File: src/rtl/reservation_station_pkg.sv
// Shared widths, opcode enumeration and operand helpers for the reservation station.
// Any unit that snoops the result buses can reuse snoop_operand.
package reservation_station_pkg;

    localparam int RS_SIZE   = 16;
    localparam int ROB_POS_W = 5;
    localparam int OPENUM_W  = 6;
    localparam int DATA_W    = 32;
    localparam int RS_IDX_W  = $clog2(RS_SIZE);
    localparam int RS_CNT_W  = RS_IDX_W + 1;

    localparam logic TRUE  = 1'b1;
    localparam logic FALSE = 1'b0;

    typedef enum logic [OPENUM_W-1:0] {
        OP_NONE  = 6'd0,
        OP_LUI   = 6'd1,
        OP_AUIPC = 6'd2,
        OP_JAL   = 6'd3,
        OP_JALR  = 6'd4,
        OP_BEQ   = 6'd5,
        OP_BNE   = 6'd6,
        OP_BLT   = 6'd7,
        OP_BGE   = 6'd8,
        OP_BLTU  = 6'd9,
        OP_BGEU  = 6'd10,
        OP_ADDI  = 6'd11,
        OP_SLTI  = 6'd12,
        OP_XORI  = 6'd13,
        OP_ORI   = 6'd14,
        OP_ANDI  = 6'd15,
        OP_ADD   = 6'd16,
        OP_SUB   = 6'd17,
        OP_SLL   = 6'd18,
        OP_SLT   = 6'd19,
        OP_XOR   = 6'd20,
        OP_SRL   = 6'd21,
        OP_SRA   = 6'd22,
        OP_OR    = 6'd23,
        OP_AND   = 6'd24
    } openum_e;

    // Tag 0 means the value field already holds the operand.
    typedef struct packed {
        logic [ROB_POS_W-1:0] tag;
        logic [DATA_W-1:0]    val;
    } operand_t;

    function automatic operand_t snoop_operand(
        input operand_t             op,
        input logic                 alu_rdy,
        input logic [ROB_POS_W-1:0] alu_pos,
        input logic [DATA_W-1:0]    alu_val,
        input logic                 lsb_rdy,
        input logic [ROB_POS_W-1:0] lsb_pos,
        input logic [DATA_W-1:0]    lsb_val
    );
        operand_t res;
        res = op;
        if (op.tag != '0) begin
            if (alu_rdy && (op.tag == alu_pos)) begin
                res.tag = '0;
                res.val = alu_val;
            end else if (lsb_rdy && (op.tag == lsb_pos)) begin
                res.tag = '0;
                res.val = lsb_val;
            end
        end
        return res;
    endfunction

endpackage

File: src/rtl/reservation_station_select.sv
// Lowest-index priority encoder: reports whether any bit of i_vec is set and
// the index of the lowest set bit.
module reservation_station_select #(
    parameter int N     = 16,
    parameter int IDX_W = $clog2(N)
) (
    input  logic [N-1:0]     i_vec,
    output logic             o_found,
    output logic [IDX_W-1:0] o_idx
);

    always_comb begin
        o_found = 1'b0;
        o_idx   = '0;
        // Scan downward so the lowest set bit is the last one written.
        for (int i = N - 1; i >= 0; i--) begin
            if (i_vec[i]) begin
                o_found = 1'b1;
                o_idx   = IDX_W'(i);
            end
        end
    end

endmodule

File: src/rtl/reservation_station.sv
// Reservation station for non-memory instructions: buffers issued ops until both
// operands are resolved by ALU/load broadcasts, then dispatches one per cycle.
module reservation_station
    import reservation_station_pkg::*;
(
    input  logic                 clk,
    input  logic                 rst,
    input  logic                 rdy,
    input  logic                 clr,
    input  logic                 issue_enable,
    input  logic                 rs_enable,
    input  logic [OPENUM_W-1:0]  issue_openum,
    input  logic [DATA_W-1:0]    issue_rs1_val,
    input  logic [ROB_POS_W-1:0] issue_rs1_rob_pos,
    input  logic [DATA_W-1:0]    issue_rs2_val,
    input  logic [ROB_POS_W-1:0] issue_rs2_rob_pos,
    input  logic [DATA_W-1:0]    issue_imm,
    input  logic [DATA_W-1:0]    issue_pc,
    input  logic [ROB_POS_W-1:0] issue_rob_pos,
    input  logic                 alu_result_ready,
    input  logic [ROB_POS_W-1:0] alu_result_rob_pos,
    input  logic [DATA_W-1:0]    alu_result_val,
    input  logic                 lsb_load_result_ready,
    input  logic [ROB_POS_W-1:0] lsb_load_result_rob_pos,
    input  logic [DATA_W-1:0]    lsb_load_result_val,
    output logic                 rs_full,
    output logic                 alu_enable,
    output logic [OPENUM_W-1:0]  alu_openum,
    output logic [DATA_W-1:0]    alu_val1,
    output logic [DATA_W-1:0]    alu_val2,
    output logic [DATA_W-1:0]    alu_imm,
    output logic [DATA_W-1:0]    alu_pc,
    output logic [ROB_POS_W-1:0] alu_rob_pos
);

    localparam logic [RS_CNT_W-1:0] FULL_MARK = RS_CNT_W'(RS_SIZE - 1);

    logic [RS_SIZE-1:0]   r_busy;
    logic [OPENUM_W-1:0]  r_openum  [RS_SIZE];
    operand_t             r_op1     [RS_SIZE];
    operand_t             r_op2     [RS_SIZE];
    logic [DATA_W-1:0]    r_imm     [RS_SIZE];
    logic [DATA_W-1:0]    r_pc      [RS_SIZE];
    logic [ROB_POS_W-1:0] r_rob_pos [RS_SIZE];
    logic [RS_CNT_W-1:0]  r_count;

    logic                 r_alu_enable;
    logic [OPENUM_W-1:0]  r_alu_openum;
    logic [DATA_W-1:0]    r_alu_val1;
    logic [DATA_W-1:0]    r_alu_val2;
    logic [DATA_W-1:0]    r_alu_imm;
    logic [DATA_W-1:0]    r_alu_pc;
    logic [ROB_POS_W-1:0] r_alu_rob_pos;

    logic [RS_SIZE-1:0]   w_free;
    logic [RS_SIZE-1:0]   w_ready;
    operand_t             w_op1_next [RS_SIZE];
    operand_t             w_op2_next [RS_SIZE];
    operand_t             w_issue_op1;
    operand_t             w_issue_op2;
    logic                 w_free_found;
    logic [RS_IDX_W-1:0]  w_free_idx;
    logic                 w_ready_found;
    logic [RS_IDX_W-1:0]  w_ready_idx;
    logic                 w_issue;
    logic                 w_dispatch;

    always_comb begin
        w_free  = ~r_busy;
        w_ready = '0;
        for (int i = 0; i < RS_SIZE; i++) begin
            w_ready[i]    = r_busy[i] && (r_op1[i].tag == '0) && (r_op2[i].tag == '0);
            w_op1_next[i] = snoop_operand(r_op1[i], alu_result_ready, alu_result_rob_pos,
                                          alu_result_val, lsb_load_result_ready,
                                          lsb_load_result_rob_pos, lsb_load_result_val);
            w_op2_next[i] = snoop_operand(r_op2[i], alu_result_ready, alu_result_rob_pos,
                                          alu_result_val, lsb_load_result_ready,
                                          lsb_load_result_rob_pos, lsb_load_result_val);
        end
    end

    // Incoming operands see the same broadcasts as resident ones, so a producer
    // finishing in the issue cycle is not missed.
    assign w_issue_op1 = snoop_operand(operand_t'({issue_rs1_rob_pos, issue_rs1_val}),
                                       alu_result_ready, alu_result_rob_pos, alu_result_val,
                                       lsb_load_result_ready, lsb_load_result_rob_pos,
                                       lsb_load_result_val);
    assign w_issue_op2 = snoop_operand(operand_t'({issue_rs2_rob_pos, issue_rs2_val}),
                                       alu_result_ready, alu_result_rob_pos, alu_result_val,
                                       lsb_load_result_ready, lsb_load_result_rob_pos,
                                       lsb_load_result_val);

    reservation_station_select #(.N(RS_SIZE), .IDX_W(RS_IDX_W)) u_free_sel (
        .i_vec   (w_free),
        .o_found (w_free_found),
        .o_idx   (w_free_idx)
    );

    reservation_station_select #(.N(RS_SIZE), .IDX_W(RS_IDX_W)) u_ready_sel (
        .i_vec   (w_ready),
        .o_found (w_ready_found),
        .o_idx   (w_ready_idx)
    );

    assign w_issue    = issue_enable && rs_enable && w_free_found;
    assign w_dispatch = w_ready_found;

    always_ff @(posedge clk) begin
        if (rst) begin
            r_busy        <= '0;
            r_count       <= '0;
            r_alu_enable  <= FALSE;
            r_alu_openum  <= '0;
            r_alu_val1    <= '0;
            r_alu_val2    <= '0;
            r_alu_imm     <= '0;
            r_alu_pc      <= '0;
            r_alu_rob_pos <= '0;
        end else if (!rdy) begin
            r_alu_enable <= FALSE;
        end else if (clr) begin
            r_busy       <= '0;
            r_count      <= '0;
            r_alu_enable <= FALSE;
        end else begin
            r_alu_enable <= w_dispatch;
            if (w_dispatch) begin
                r_busy[w_ready_idx] <= FALSE;
                r_alu_openum        <= r_openum[w_ready_idx];
                r_alu_val1          <= r_op1[w_ready_idx].val;
                r_alu_val2          <= r_op2[w_ready_idx].val;
                r_alu_imm           <= r_imm[w_ready_idx];
                r_alu_pc            <= r_pc[w_ready_idx];
                r_alu_rob_pos       <= r_rob_pos[w_ready_idx];
            end
            if (w_issue) begin
                r_busy[w_free_idx] <= TRUE;
            end
            case ({w_issue, w_dispatch})
                2'b10:   r_count <= r_count + 1'b1;
                2'b01:   r_count <= r_count - 1'b1;
                default: r_count <= r_count;
            endcase
        end
    end

    // Entry payload carries no reset; busy alone decides whether it is meaningful.
    always_ff @(posedge clk) begin
        if (!rst && rdy && !clr) begin
            for (int i = 0; i < RS_SIZE; i++) begin
                if (r_busy[i]) begin
                    r_op1[i] <= w_op1_next[i];
                    r_op2[i] <= w_op2_next[i];
                end
            end
            if (w_issue) begin
                r_openum[w_free_idx]  <= issue_openum;
                r_op1[w_free_idx]     <= w_issue_op1;
                r_op2[w_free_idx]     <= w_issue_op2;
                r_imm[w_free_idx]     <= issue_imm;
                r_pc[w_free_idx]      <= issue_pc;
                r_rob_pos[w_free_idx] <= issue_rob_pos;
            end
        end
    end

    assign rs_full     = (r_count >= FULL_MARK);
    assign alu_enable  = r_alu_enable;
    assign alu_openum  = r_alu_openum;
    assign alu_val1    = r_alu_val1;
    assign alu_val2    = r_alu_val2;
    assign alu_imm     = r_alu_imm;
    assign alu_pc      = r_alu_pc;
    assign alu_rob_pos = r_alu_rob_pos;

endmodule

File: config.mk
export PLATFORM = sky130hd
export DESIGN_NAME = reservation_station
export DESIGN_NICKNAME = d
export VERILOG_FILES = /design/src/rtl/reservation_station_pkg.sv /design/src/rtl/reservation_station_select.sv /design/src/rtl/reservation_station.sv
export SDC_FILE = /design/constraint.sdc
export NUM_CORES = 2
export LEC_CHECK = 0
export ABC_CLOCK_PERIOD_IN_PS = 6660
export BUFFER_PORTS_ARGS = -buffer_cell sky130_fd_sc_hd__buf_2
export CAP_MARGIN = 40
export CELL_PAD_IN_SITES_DETAIL_PLACEMENT = 1
export CELL_PAD_IN_SITES_GLOBAL_PLACEMENT = 2
export CORE_ASPECT_RATIO = 0.7
export CORE_MARGIN = 2
export CORE_UTILIZATION = 39
export CTS_CLUSTER_DIAMETER = 150
export CTS_CLUSTER_SIZE = 20
export DETAILED_ROUTE_END_ITERATION = 8
export PLACE_DENSITY_LB_ADDON = 0.1
export SLEW_MARGIN = 20
export SYNTH_ARGS = -nofsm -noshare
export SYNTH_HDL_FRONTEND = slang
export SYNTH_SLANG_ARGS = --single-unit
File: constraint.sdc
create_clock -name clk -period 6.66 [get_ports clk]
set_input_delay 0.666 -clock clk [delete_from_list [all_inputs] [get_ports clk]]
set_output_delay 0.666 -clock clk [all_outputs]
set_load 0.03 [all_outputs]
# After elaboration in Yosys (flattened, before gate mapping)
# Memory sizes are Yosys's and may differ from the RTL's. A register that Yosys moved wholly into a read port is not among the register bits.
# Index checks and enable logic that the tools add are counted.
# totals
reg_bits	22
mem_bits_rw	2384
in_bits	231
out_inout_bits	141
memories	6
# mem_list
name	depth	width	rd	rd_ports_with_merged_regs	write_ports	line_no	text
r_op1	16	37	17	1	17	reservation_station.sv:40	operand_t r_op1 [RS_SIZE];
r_op2	16	37	17	1	17	reservation_station.sv:41	operand_t r_op2 [RS_SIZE];
r_imm	16	32	1	1	1	reservation_station.sv:42	logic [DATA_W-1:0] r_imm [RS_SIZE];
r_pc	16	32	1	1	1	reservation_station.sv:43	logic [DATA_W-1:0] r_pc [RS_SIZE];
r_openum	16	6	1	1	1	reservation_station.sv:39	logic [OPENUM_W-1:0] r_openum [RS_SIZE];
r_rob_pos	16	5	1	1	1	reservation_station.sv:44	logic [ROB_POS_W-1:0] r_rob_pos [RS_SIZE];
# op_classes
add_sub_neg	2
n_lt_le_gt_ge	5
n_eq_ne	70
mux	229
n_bitwise	6
n_reduce_logical	178
# ops
cell	count
2-to-1 mux 37 bit	102
== test 5 bit	68
nonzero test 5 bit	34
zero test 5 bit	32
2-to-1 mux 4 bit	32
logical AND 1 bit	106
2-to-1 mux 16 bit	6
2-to-1 mux 1 bit	85
inverter 16 bit	2
bitwise AND 16 bit	1
bitwise OR 16 bit	1
less-than comparator 4 x 5 -> 1 bit (second input constant)	2
case mux 5 bit (2 select lines)	1
demux 1 bit (select 4 bit)	2
greater-or-equal comparator 4 x 1 -> 1 bit (second input constant)	2
adder 5 x 1 -> 5 bit (second input constant)	1
greater-or-equal comparator 5 x 4 -> 1 bit (second input constant)	1
2-to-1 mux 5 bit	1
subtractor 5 x 1 -> 5 bit (second input constant)	1
AND reduction 3 bit	1
nonzero test 3 bit	1
OR reduction 3 bit	1
== test 2 x 1 -> 1 bit (second input constant)	1
== test 2 bit (second input constant)	1
3 further kinds	5

# Depth between registers and ports, before layout
# logic_depth
ltp_word	32
mapped_depth	15

# Hierarchy
# A second synthesis with hierarchy kept.
# unflattened
cells_unflattened	8914
area_unflattened_um2	129668.1
# by_module_without_submodules
module	n_inst	cells_each	area_per_inst_um2	seq_area_each_um2
reservation_station	1	8848	129310.3	74811.8
reservation_station_select	2	33	178.9	0.0

# Worst setup path after synthesis
# No wires, ideal clock.
# synth_path
path_type	input -> register
start	in alu_result_rob_pos[0]
end	mem r_op1[4][0] (netlist name) (enable)
setup_ns	0.487
arrival_ns	5.793
required_time_ns	6.173
setup_slack_ns	0.379
path_stages	9
path_cell_list	clkbuf_1 > clkbuf_1 > buf_1 > xnor2_1 > and3_1 > clkbuf_1 > buf_1 > a31oi_1 > o31ai_1
# synth_rtl
element	line_no	text
from (decl)	reservation_station.sv:21	input logic [ROB_POS_W-1:0] alu_result_rob_pos,
to (decl)	reservation_station.sv:40	

==> results.sh <==
export IMPL_initial_utilization=0.393
export IMPL_clk_path_buf_depth=4
export IMPL_area_growth_pct=10.9
export IMPL_grt_pass1_vias=91700
export IMPL_grt_max_degree=110
export IMPL_max_cap_violations=0
export IMPL_synth_nets=10700
export IMPL_synth_top_area_frac=0.593
export IMPL_root_buffer="clkbuf_16"
export IMPL_critPathMaxStageDelay_ns=0.60
export IMPL_globalplace_congestion=0.877
export IMPL_place_hpwl_mm=316
export IMPL_synth_top_area_cell="edfxtp_1"
export IMPL_crit_fanout=18
export IMPL_worst_slack_ns=1.33
export IMPL_setup_violations=0
export IMPL_wl_per_cell_um=36.8
export IMPL_place_area_mm2=0.129
export IMPL_viasPerCell=6.43
export IMPL_dieArea_mm2=0.314
export IMPL_ys_ff_latch=2545
export IMPL_leakagePower_nw=40.2
export IMPL_postCtsHoldBufs=0
export IMPL_power_density_mw_per_mm2=219
export IMPL_final_cell_mix="edfxtp_1 (2384), nand2_1 (1838), mux2i_1 (1040)"
export IMPL_top_usage_layer="met1"
export IMPL_max_slew_worst_pin_slew_ns=1.18
export IMPL_hold_class="in2reg"
export IMPL_crit_family="simple AND/OR/NAND/NOR gates"
export IMPL_cp_required_ns=7.40
export IMPL_synth_edf_count=2384
export IMPL_cts_setup_buffers=0
export IMPL_cts_htree_levels=4
export IMPL_seq_area_frac_synth=0.620
export IMPL_critPathLaunchType="flip-flop"
export IMPL_die_w_um=669
export IMPL_yosysUniqueCellTypes=60
export IMPL_grt_overflow_total=0
export IMPL_min_period_ns=5.33
export IMPL_numPlacedInstances=14200
export IMPL_synth_flop_cell="edfxtp_1"
export IMPL_synth_cells=10500
export IMPL_hold_viol_final=0
export IMPL_skew_ns=0.0471
export IMPL_fin_setup_tns_ns=0
export IMPL_grtUsageMet3=0.0647
export IMPL_ys_top_cells_by_area="edfxtp_1 (59%), mux2i_1 (8.6%), nand2_1 (5.7%)"
export IMPL_slew_headroom=0.211
export IMPL_grtUsageMet2=0.484
export IMPL_first_pass_iters=7
export IMPL_clk_latency_ns=0.91
export IMPL_critPathSlowestCell="o21ba_4"
export IMPL_max_freq_mhz=188
export IMPL_grt_pass1_wl_mm=738
export IMPL_crit_path_end_kind="flip-flop"
export IMPL_path_cells="or4_1, nor2_1, nand3_1, nand2_1, or4_1, o21ba_4, buf_12, buf_4, nand3_1, a221oi_1, o211ai_1, a2111oi_0, nor3_1"
export IMPL_slew_viol_final=0
export IMPL_critical_path_class="reg2reg"
export IMPL_fin_cells=14500
export IMPL_fin_crit_sh=0.800
export IMPL_vias=93500
export IMPL_cts_tree="done"
export IMPL_fillers=32200
export IMPL_arrival_ns=6.07
export IMPL_antenna_found_initial=43
export IMPL_vdd_drop_max_uv=191
export IMPL_syn_cell_area_mm2=0.121
export IMPL_numCtsBuffers=153
export IMPL_core_mm2=0.307
export IMPL_wl_mm=535
export IMPL_synthArstFlopShare=0
export IMPL_rows=170
export IMPL_drive_above_1_share=0.106
export IMPL_cts_sinks=2545
export IMPL_synth_warnings=0
export IMPL_rsz0062_at_grt="no"
export IMPL_use_met1=0.490
export IMPL_nets=10500
export IMPL_die_h_um=469
export IMPL_ioPinCount=372
export IMPL_drc=0
export IMPL_final_common_cell="edfxtp_1"
export IMPL_cp_num_buf_inv=2
export IMPL_fin_area_mm2=0.134
export IMPL_syn_avg_cell_area_um2=11.5
export IMPL_dr_first_iter_drc_count=13900
export IMPL_track_usage=0.331
export IMPL_status="finished, final reports clean"
export IMPL_ant_nets=0
export IMPL_port_buffers=371
export IMPL_postCtsResizedCells=0
export IMPL_post_place_ws_ns=1.50
export IMPL_path_clk_slew_ns=0.10
[registers in the layout (all words and copies together), names as in the netlist]
name and cells:
alu_enable 1, alu_imm 32, alu_openum 6, alu_pc 32, alu_rob_pos 5, alu_val1 32
alu_val2 32, r_busy 16, r_count 5, r_imm 512, r_op1 592, r_op2 592
r_openum 96, r_pc 512, r_rob_pos 80
[kinds of logic after synthesis]
logic type | synth area share
XOR/XNOR | 0.0249
multiplexers | 0.0863
AND/OR/NAND/NOR | 0.0984
flip-flops | 0.620
buffers and inverters | 0.0362
AO/OA/AOI/OAI | 0.134
adder cells (fa/ha/maj) | 0.000207
[final cells by class]
cell class,count,area [um2],area share
diodes,15,37.5,0.000281
clock inverters,5,66.3,0.000496
inverters,22,188,0.00140
multi-input cells,6765,42300,0.316
flip-flops and latches,2545,74800,0.559
repair buffers,800,6820,0.0510
clock buffers,264,4330,0.0324
well taps,4128,5160,0.0386
[worst paths after layout]
check / from / endpoint / slack [ns] / depth (start not counted)
worst max register to register: r_op2[3][33] / alu_pc[27] / 1.33 / 13
worst max-delay path: r_op2[3][33] / alu_pc[27] / 1.33 / 13
worst min register to register: r_count[4] / r_count[4] / 0.49 / 1
worst min-delay path: issue_imm[9] / r_imm[2][9] / 0.14 / 1
[worst register-to-register path, delay by kind of cell, from the launching register on]
kind,cells,cell delay [ns]
buffers and inverters,2,0.63
and+or+nand+nor,7,2.36
DFF,1,0.45
AOI/OAI and AO/OA,4,1.74
[layer usage]
metal / up-vias / routed length (um)
met5: - / 123
met4: 20 / 19800
li1: 38400 / -
met3: 886 / 54400
met2: 5261 / 227000
met1: 48900 / 234000
[cells in the mapped netlist, types with 22 or more instances]
cell and instances:
edfxtp_1 2384, nand2_1 1847, mux2i_1 1040, clkbuf_1 918, o21ai_0 856, nor2_1 640, a21oi_1 491, xor2_1 273
a222oi_1 206, a22oi_1 180, dfxtp_1 161, buf_1 144, a22o_1 138, o211ai_1 138, a221oi_1 137, a211oi_1 119
and3_1 88, nand3_1 85, nor4_1 75, xnor2_1 70, o22ai_1 64, buf_2 57, nor3_1 53, or4_1 35
a31oi_1 32, and2_1 30, a311oi_1 29, a2111oi_0 24, o31ai_1 23, inv_1 22
[stage by stage]
step | utilization | hold WS, ns | power, mW
finish | 0.435 | 0.139 | 29.3
global route | 0.435 | 0.114 | 30.0
CTS | 0.434 | 0.0831 | 29.4
detailed placement | 0.420 | 0.479 | 19.4
global placement | 0.417 | 0.474 | 19.3
floorplan | - | 0.450 | 18.7
[power breakdown]
group	total [mW]	switching, mW	internal (mW)
registers	17.5	0.00835	17.4
clock network	10.2	5.69	4.48
logic	1.64	1.18	0.460
No activity file was read; power rests on OpenSTA's default activity.
